<file path="src/rtl/saturate_pkg.sv">
// Shared types for the rounding/saturating output pipeline.
package saturate_pkg;

   typedef enum logic [1:0] {
      ROUND_TRUNC     = 2'd0,
      ROUND_HALF_UP   = 2'd1,
      ROUND_HALF_EVEN = 2'd2,
      ROUND_RSVD      = 2'd3
   } round_mode_t;

endpackage

</file>
<file path="src/rtl/saturate_pipe_round_shift.sv">
// Combinational rounding right-shift: r = floor((x + bias) / 2^FRAC), one bit wider than kept part.
module round_shift
   import saturate_pkg::*;
#(
   parameter int unsigned IW   = 17,
   parameter int unsigned FRAC = 0
) (
   input  logic [IW-1:0]   i_x,
   input  round_mode_t     i_mode,
   output logic [IW-FRAC:0] o_r
);

   if (FRAC == 0) begin : g_pass
      logic w_unused_mode;
      assign w_unused_mode = ^i_mode;
      assign o_r           = {i_x[IW-1], i_x};
   end else begin : g_round
      localparam logic [IW:0] Half = (IW+1)'(1) << (FRAC-1);

      logic [IW:0]     w_bias;
      logic [FRAC-1:0] w_unused_lsb;

      always_comb begin
         w_bias = '0;
         case (i_mode)
            ROUND_HALF_UP:   w_bias = Half;
            // Exact tie onto an even kept value rounds down instead of up.
            ROUND_HALF_EVEN: w_bias = (!i_x[FRAC] && (i_x[FRAC-1:0] == Half[FRAC-1:0])) ?
                                      Half - 1'b1 : Half;
            default:         w_bias = '0;
         endcase
      end

      // One guard bit above IW keeps x + bias from wrapping.
      assign {o_r, w_unused_lsb} = {i_x[IW-1], i_x} + w_bias;
   end

endmodule

</file>
<file path="src/rtl/saturate_pipe.sv">
// Two-stage valid/ready pipeline: round-shift a signed value, then clamp it to OW bits,
// with sticky and counted saturation statistics on delivered results.
module saturate_pipe
   import saturate_pkg::*;
#(
   parameter int unsigned IW   = 17,
   parameter int unsigned OW   = 16,
   parameter int unsigned FRAC = 0,
   parameter int unsigned CW   = 8
) (
   input  logic          clock,
   input  logic          reset,
   input  logic          arg_valid,
   output logic          arg_ready,
   input  logic [IW-1:0] arg_data,
   input  logic [1:0]    arg_mode,
   output logic          res_valid,
   input  logic          res_ready,
   output logic [OW-1:0] res_data,
   output logic          res_sat,
   input  logic          clear,
   output logic          sat_flag,
   output logic [CW-1:0] sat_count
);

   localparam int unsigned RW = IW - FRAC + 1;

   if (IW < FRAC + OW) begin : g_param_err
      $error("saturate_pipe: IW-FRAC must be >= OW");
   end

   localparam logic signed [RW-1:0] SatMax = {{(RW-OW+1){1'b0}}, {(OW-1){1'b1}}};
   localparam logic signed [RW-1:0] SatMin = {{(RW-OW+1){1'b1}}, {(OW-1){1'b0}}};

   round_mode_t          w_mode;
   logic [RW-1:0]        w_r;
   logic                 w_s1_en;
   logic                 w_s2_en;
   logic                 w_evt;
   logic [OW-1:0]        w_sat_data;
   logic                 w_sat;

   logic                 r_s1_valid;
   logic signed [RW-1:0] r_s1_r;
   logic                 r_res_valid;
   logic [OW-1:0]        r_res_data;
   logic                 r_res_sat;
   logic                 r_sat_flag;
   logic [CW-1:0]        r_sat_count;

   assign w_mode    = round_mode_t'(arg_mode);
   assign w_s2_en   = !r_res_valid || res_ready;
   assign w_s1_en   = !r_s1_valid || w_s2_en;
   assign arg_ready = w_s1_en;
   assign w_evt     = r_res_valid && res_ready && r_res_sat;

   round_shift #(
      .IW   (IW),
      .FRAC (FRAC)
   ) u_round_shift (
      .i_x    (arg_data),
      .i_mode (w_mode),
      .o_r    (w_r)
   );

   always_comb begin
      w_sat_data = r_s1_r[OW-1:0];
      w_sat      = 1'b0;
      if (r_s1_r > SatMax) begin
         w_sat_data = SatMax[OW-1:0];
         w_sat      = 1'b1;
      end else if (r_s1_r < SatMin) begin
         w_sat_data = SatMin[OW-1:0];
         w_sat      = 1'b1;
      end
   end

   always_ff @(posedge clock) begin
      if (w_s1_en && arg_valid) begin
         r_s1_r <= w_r;
      end
   end

   always_ff @(posedge clock) begin
      if (reset) begin
         r_s1_valid  <= 1'b0;
         r_res_valid <= 1'b0;
         r_res_data  <= '0;
         r_res_sat   <= 1'b0;
      end else begin
         if (w_s1_en) begin
            r_s1_valid <= arg_valid;
         end
         if (w_s2_en) begin
            r_res_valid <= r_s1_valid;
            if (r_s1_valid) begin
               r_res_data <= w_sat_data;
               r_res_sat  <= w_sat;
            end
         end
      end
   end

   // A clamped delivery coinciding with clear counts as the first event after clearing.
   always_ff @(posedge clock) begin
      if (reset) begin
         r_sat_flag  <= 1'b0;
         r_sat_count <= '0;
      end else if (clear) begin
         r_sat_flag  <= w_evt;
         r_sat_count <= w_evt ? CW'(1) : '0;
      end else if (w_evt) begin
         r_sat_flag <= 1'b1;
         if (r_sat_count != '1) begin
            r_sat_count <= r_sat_count + 1'b1;
         end
      end
   end

   assign res_valid = r_res_valid;
   assign res_data  = r_res_data;
   assign res_sat   = r_res_sat;
   assign sat_flag  = r_sat_flag;
   assign sat_count = r_sat_count;

endmodule

</file>
<file path="config.mk">
export PLATFORM = sky130hd
export DESIGN_NAME = saturate_pipe
export DESIGN_NICKNAME = d
export VERILOG_FILES = /design/src/rtl/saturate_pkg.sv /design/src/rtl/saturate_pipe_round_shift.sv /design/src/rtl/saturate_pipe.sv
export SDC_FILE = /design/constraint.sdc
export NUM_CORES = 1
export LEC_CHECK = 0
export CAP_MARGIN = 10
export CORE_MARGIN = 1
export CORE_UTILIZATION = 30
export DETAILED_ROUTE_END_ITERATION = 7
export PLACE_DENSITY = 0.61
export REMOVE_ABC_BUFFERS = 1
export SLEW_MARGIN = 25
export SYNTH_ARGS = -nofsm -noshare
export SYNTH_HDL_FRONTEND = slang
export SYNTH_SLANG_ARGS = --single-unit
</file>
<file path="constraint.sdc">
create_clock -name clock -period 1.7 [get_ports clock]
set_clock_uncertainty 0.1 [all_clocks]
set_input_delay 0.51 -clock clock [delete_from_list [all_inputs] [get_ports clock]]
set_output_delay 0.51 -clock clock [all_outputs]
set_load 0.03 [all_outputs]
</file>
==> results.py, run 1 <==
metrics = {
    "floorplan": {
        "rows": 28,
        "dieArea_sq_um": 6580,
        "fp.dieH_um": 81.1,
        "initial_core_util": 0.313,
        "die_w_um": 81.1,
        "boundaryPins": 52,
        "core_sq_um": 5990,
    },
    "synthesis": {
        "seq_area_frac_synth": 0.570,
        "synth_seq_cells": 45,
        "yosys-mux-area-fraction": 0.0160,
        "ys_warn_count": 0,
        "ys.flop_type": "dfxtp_1",
        "synth_area_sq_um": 1880,
        "synth_top_family_by_area": "compound AO/OA/AOI/OAI gates",
        "synth_xor_area_frac": 0.00466,
        "synthArstFlopShare": 0,
        "synth_area_per_cell_sq_um": 10.6,
        "ys_types": 35,
        "syn_inst": 178,
        "synthSimpleGateAreaFrac": 0.138,
        "synth_compound_area_frac": 0.229,
        "synth_edf_count": 17,
        "synth_adder_area_share": 0.00666,
    },
    "power_and_ir_drop": {
        "peakVddDrop_v": 0.000454,
        "p_per_area_nw_per_um2": 854,
        "internal_power_mw": 1.66,
        "clockPowerShare": 0.322,
        "leakagePower_nw": 1.01,
        "finalPower_mw": 2.26,
        "swShare": 0.264,
        "p_comb_frac": 0.141,
        "seq_power_share": 0.537,
        "p_sw_uw": 597,
    },
    "global_routing": {
        "grt_util_all_layers": 0.142,
        "grt_overflow": 0,
        "met2_usage": 0.234,
        "grt-busiest-layer": "met2",
        "grt_use_met3": 0.0360,
        "grt_use_met1": 0.178,
        "grt_pass1_vias": 1454,
        "grt_max_degree": 32,
        "grt_pass1_wl_um": 6930,
        "antenna_found_initial": 0,
    },
    "routing": {
        "drc_errors": 0,
        "ant_nets": 0,
        "first_pass_iters": 4,
        "vias": 1634,
        "avgViaCountPerCell": 5.12,
        "drtIter0Drc": 65,
        "wl_per_cell_um": 13.9,
        "wl_um": 4430,
    },
    "timing": {
        "setup_violations": 0,
        "grt_setup_unrepaired": "true",
        "timing.fmax_mhz": 590,
        "hold_viol_final": 0,
        "slew_violations": 0,
        "period_share": 0.997,
        "hold_slack_ns": 0.370,
        "tightest_slew_ns": 0.543,
        "fin_crit_ns": 1.70,
        "maxSlewHeadroom": 0.638,
    },
    "worst_setup_path": {
        "required_ns": 1.09,
        "r2r_slack_ns": 0.11,
        "worstReg2RegEnd": "sat_count[3]$_SDFFE_PP0P_",
        "rr_startpoint": "sat_count[0]$_SDFFE_PP0P_",
        "startpoint": "res_valid$_SDFFE_PP0P_",
        "worstPathArrival_ns": 1.09,
        "endpoint_kind": "output pin",
        "worstSetupPathType": "reg2out",
        "cp-start-kind": "flip-flop",
        "crit_fanout": 4,
        "endpoint": "arg_ready",
        "reg2reg_depth": 4,
    },
    "layout": {
        "finalCoreUtilization": 0.442,
        "final_cells": 319,
        "design_area_sq_um": 2650,
        "area_delta_synth_final_pct": 40.9,
        "drive_gt1_frac": 0.197,
        "nets": 268,
        "antenna_cells": 0,
    },
    "cts": {
        "holdBufCountCts": 0,
        "htreeDepth": 2,
        "clk_pin_slew_ns": 0.08,
        "cts_buffers": 5,
        "cts.sinks": 45,
        "clockRootBuffer": "clkbuf_8",
        "cts_tree": "built",
        "cts_buffer_depth": 2,
        "clock_latency_ns": 0.31,
    },
    "min_path": {
        "min_path_type": "reg2reg",
        "min-delay-start": "sat_flag$_SDFFE_PP0P_",
    },
    "flow_run": {
        "cap_violations": 0,
    },
    "place": {
        "port_buffers": 49,
        "dpl_cell_area_sq_um": 2550,
        "gp_congestion": 0.821,
        "placedCellCount": 309,
        "place_hpwl_um": 3050,
    },
    "outcome": {
        "status": "completed",
    },
}
==> state kept, by name, summed over array words and instances (netlist names) <==
signal,count
r_s1_r,17
r_s1_valid,1
res_data,16
res_sat,1
res_valid,1
sat_count,8
sat_flag,1
==> critical path, cell delays in order (launching register included) <==
cell and delay, ns:
dfxtp_4 0.35, and2b_2 0.22, nand2_2 0.09, buf_6 0.13
==> power groups by stage <==
stage               Clock (mW)  Combinational (mW)  Sequential (mW)
CTS                      0.747               0.316             1.22
floorplan                    0              0.0881             1.30
global route             0.795               0.343             1.22
detailed placement           0               0.335             1.24
finish                   0.727               0.318             1.21
global placement             0               0.331             1.24
==> what timing repair did <==
action / CTS / global route
setup buffers: 0 / 2
pin swaps: 0 / 0
gates resized for setup: 33 / 17
endpoints found under the setup margin: 42 / 15
==> how the worst min path moves through the flow <==
stage	to	depth (start not counted)
2_1_floorplan	res_data[0]$_SDFFE_PP0P_	2
3_3_place_gp	sat_flag$_SDFFE_PP0P_	2
3_5_place_dp	sat_flag$_SDFFE_PP0P_	2
4_1_cts	sat_flag$_SDFFE_PP0P_	2
5_1_grt	sat_flag$_SDFFE_PP0P_	2
6_report	sat_flag$_SDFFE_PP0P_	2
==> Yosys cell counts, types with 2 or more instances <==
cell type,n,area share
dfxtp_1,28,0.30
nand2_1,23,0.046
a21oi_1,22,0.059
edfxtp_1,17,0.27
a311oi_1,15,0.070
o21bai_1,15,0.060
clkbuf_1,8,0.016
nand3_1,5,0.013
inv_1,4,0.0080
o21ai_0,4,0.011
buf_2,3,0.0080
mux2i_1,3,0.016
nor2_1,3,0.0060
nor4_1,3,0.010
a31oi_1,2,0.0067
and3_1,2,0.0067
nor4bb_1,2,0.011
or3_1,2,0.0067
==> cells in the final DEF (no fill, tap or decap), types with 5 or more instances in the layout <==
| cell type | count |
|---|---|
| buf_4 | 26 |
| dfxtp_1 | 26 |
| nand2_1 | 22 |
| a21oi_1 | 22 |
| clkdlybuf4s50_1 | 20 |
| edfxtp_1 | 17 |
| o21bai_1 | 15 |
| a311oi_1 | 15 |
| clkdlybuf4s15_1 | 10 |
| dlygate4sd2_1 | 7 |
| clkbuf_8 | 6 |
| nand3_1 | 5 |
==> per-stage QoR <==
step / setup WS [ns] / setup TNS [ns]
after CTS: -0.0149 / -0.0149
after global placement: -0.491 / -15.12
after floorplan: -0.269 / -4.56
final: 0.00449 / 0
after global routing: -0.0332 / -0.0332
after detailed placement: -0.489 / -15.31
==> per-layer routing <==
metal | vias to the layer above | routed length, um
met5 | - | 0
met4 | 0 | 58
met3 | 8 | 257
met2 | 48 | 2090
met1 | 768 | 2030
li1 | 810 | -
==> cell families (layout without fill, tap and decap cells) <==
group	after synthesis	count (layout)
adder cells (fa/ha/maj)	1	1
AND/OR/NAND/NOR	49	49
flip-flops	45	45
multiplexers	3	3
buffers and inverters	16	82
XOR/XNOR	1	1
AO/OA/AOI/OAI	63	63
==> layout make-up <==
type,instances,area [sq um]
fill,613,3340
sequential,45,1080
multi-input combinational,117,742
timing repair buffer,70,619
tap,75,93.8
clock buffer,6,82.6
clock inverter,2,17.5
inverter,4,15.0
No activity file was read; power rests on OpenSTA's default activity.
==> run 2: changes to the inputs <==
--- a/config.mk
+++ b/config.mk
@@ -5,11 +5,10 @@
 export SDC_FILE = /design/constraint.sdc
 export NUM_CORES = 1
 export LEC_CHECK = 0
-export CAP_MARGIN = 10
 export CORE_MARGIN = 1
-export CORE_UTILIZATION = 30
+export CORE_UTILIZATION = 47
 export DETAILED_ROUTE_END_ITERATION = 7
-export PLACE_DENSITY = 0.61
+export PLACE_DENSITY = 0.83
 export REMOVE_ABC_BUFFERS = 1
 export SLEW_MARGIN = 25
 export SYNTH_ARGS = -nofsm -noshare
==> constraint.sdc (replaced) <==
create_clock -name clock -period 1.6 [get_ports clock]
set_clock_uncertainty 0.1 [all_clocks]
set_input_delay 0.48 -clock clock [delete_from_list [all_inputs] [get_ports clock]]
set_output_delay 0.48 -clock clock [all_outputs]
set_load 0.03 [all_outputs]
==> results.py, run 2 (synthesis gave the netlist of run 1 again) <==
metrics = {
    "routing": {
        "ant_nets": 0,
        "wl_per_cell_um": 15.3,
        "wl_um": 4490,
        "drc_errors": 0,
        "avgViaCountPerCell": 5.81,
        "drtIter0Drc": 88,
        "first_pass_iters": 5,
        "vias": 1702,
    },
    "place": {
        "place_hpwl_um": 2990,
        "port_buffers": 49,
        "gp_congestion": 0.896,
    },
    "cts": {
        "clk_pin_slew_ns": 0.08,
        "cts_buffers": 5,
        "cts_tree": "built",
        "cts.sinks": 45,
        "cts_buffer_depth": 2,
        "clock_latency_ns": 0.30,
        "htreeDepth": 2,
        "clockRootBuffer": "clkbuf_8",
    },
    "floorplan": {
        "rows": 22,
        "fp.dieH_um": 65.2,
        "dieArea_sq_um": 4250,
        "boundaryPins": 52,
        "core_sq_um": 3740,
        "initial_core_util": 0.502,
        "die_w_um": 65.2,
    },
    "power_and_ir_drop": {
        "p_per_area_nw_per_um2": 1010,
        "leakagePower_nw": 1.01,
        "peakVddDrop_v": 0.000841,
    },
    "timing": {
        "fin_crit_ns": 1.66,
        "maxSlewHeadroom": 0.665,
        "tightest_slew_ns": 0.503,
        "period_share": 1.04,
        "layout_setup_ws_ns": -0.0582,
        "hold_slack_ns": 0.380,
        "grt_setup_unrepaired": "true",
        "setup_violations": 1,
        "hold_viol_final": 0,
        "slew_violations": 0,
        "timing.fmax_mhz": 603,
    },
    "worst_setup_path": {
        "cp_slowest_stage_delay_ns": 0.25,
        "endpoint_kind": "output pin",
        "path_cells": "buf_2, and2b_2, nand2_2, buf_6",
        "slowest_stage": "and2b_2",
        "cp-start-kind": "input port",
        "required_ns": 1.02,
        "worstSetupPathType": "in2out",
        "worstPathArrival_ns": 1.08,
        "crit_fanout": 5,
        "r2r_slack_ns": 0.06,
    },
    "global_routing": {
        "grt_pass1_vias": 1588,
        "antenna_found_initial": 0,
        "grt_overflow": 0,
        "grt_util_all_layers": 0.225,
        "grt_pass1_wl_um": 7270,
        "grt_max_degree": 32,
    },
    "layout": {
        "area_delta_synth_final_pct": 39.5,
        "layout_common_cells": "buf_4, dfxtp_1, nand2_1, a21oi_1, clkdlybuf4s50_1",
        "drive_gt1_frac": 0.278,
        "largest_register_ffs": 17,
        "final_common_cell": "buf_4",
        "finalCoreUtilization": 0.700,
        "antenna_cells": 0,
        "top_register": "r_s1_r",
        "nets": 269,
        "nFillCells": 309,
    },
    "outcome": {
        "violations": "negative setup slack",
        "status": "finished, violations left",
    },
    "min_path": {
        "min_path_type": "reg2reg",
    },
    "flow_run": {
        "cap_violations": 0,
    },
}
run 2: final cells by class:
cell class | instances | area (sq um) | area share
Timing Repair Buffer | 71 | 586 | 0.223
Sequential cell | 45 | 1080 | 0.411
Inverter | 4 | 15.0 | 0.00573
Clock inverter | 3 | 65.1 | 0.0248
Tap cell | 48 | 60.1 | 0.0229
Clock buffer | 5 | 68.8 | 0.0263
Multi-Input combinational cell | 117 | 749 | 0.286
run 2: path summary, 6_finish.rpt:
check,from,end,cells after the start
worst max-delay path,res_ready,arg_ready,4
worst min-delay path,sat_flag$_SDFFE_PP0P_,sat_flag$_SDFFE_PP0P_,2
worst max register to register,sat_count[0]$_SDFFE_PP0P_,sat_count[0]$_SDFFE_PP0P_,4
worst min register to register,sat_flag$_SDFFE_PP0P_,sat_flag$_SDFFE_PP0P_,2
run 2: timing repair:
action                     in CTS  in global routing
resized for setup              35                 13
setup buffers                   1                  0
setup endpoints to repair      50                 13
pin swaps                       0                  0
hold buffers                    0                  0
run 2: layer usage:
layer | GRT usage | share of wire
met4 | 0.0951 | 0.016
met3 | 0.0573 | 0.064
met1 | 0.262 | 0.41
met2 | 0.389 | 0.51
met5 | 0 | 0
run 2: critical path: cells and delay by family:
family,cells,cell delay [ns]
buf+inv,2,0.25
simple gates,2,0.34
run 2: stage by stage:
step                instance area, sq um  TNS (ns)  power [mW]  std cells  worst slack [ns]
floorplan                           1830     -7.04        1.48        166            -0.339
global placement                    2510    -18.30        1.66        284            -0.501
detailed placement                  2510    -19.32        1.67        284            -0.520
CTS                                 2660   -0.0498        2.66        293           -0.0498
global route                        2620    -0.105        2.75        293            -0.102
finish                              2620   -0.0582        2.64        293           -0.0582
run 2: report_power, final:
| group | switching [mW] | internal, mW |
|---|---|---|
| sequential | 0.0375 | 1.25 |
| clock | 0.387 | 0.620 |
| combinational | 0.189 | 0.156 |
| total | 0.614 | 2.03 |
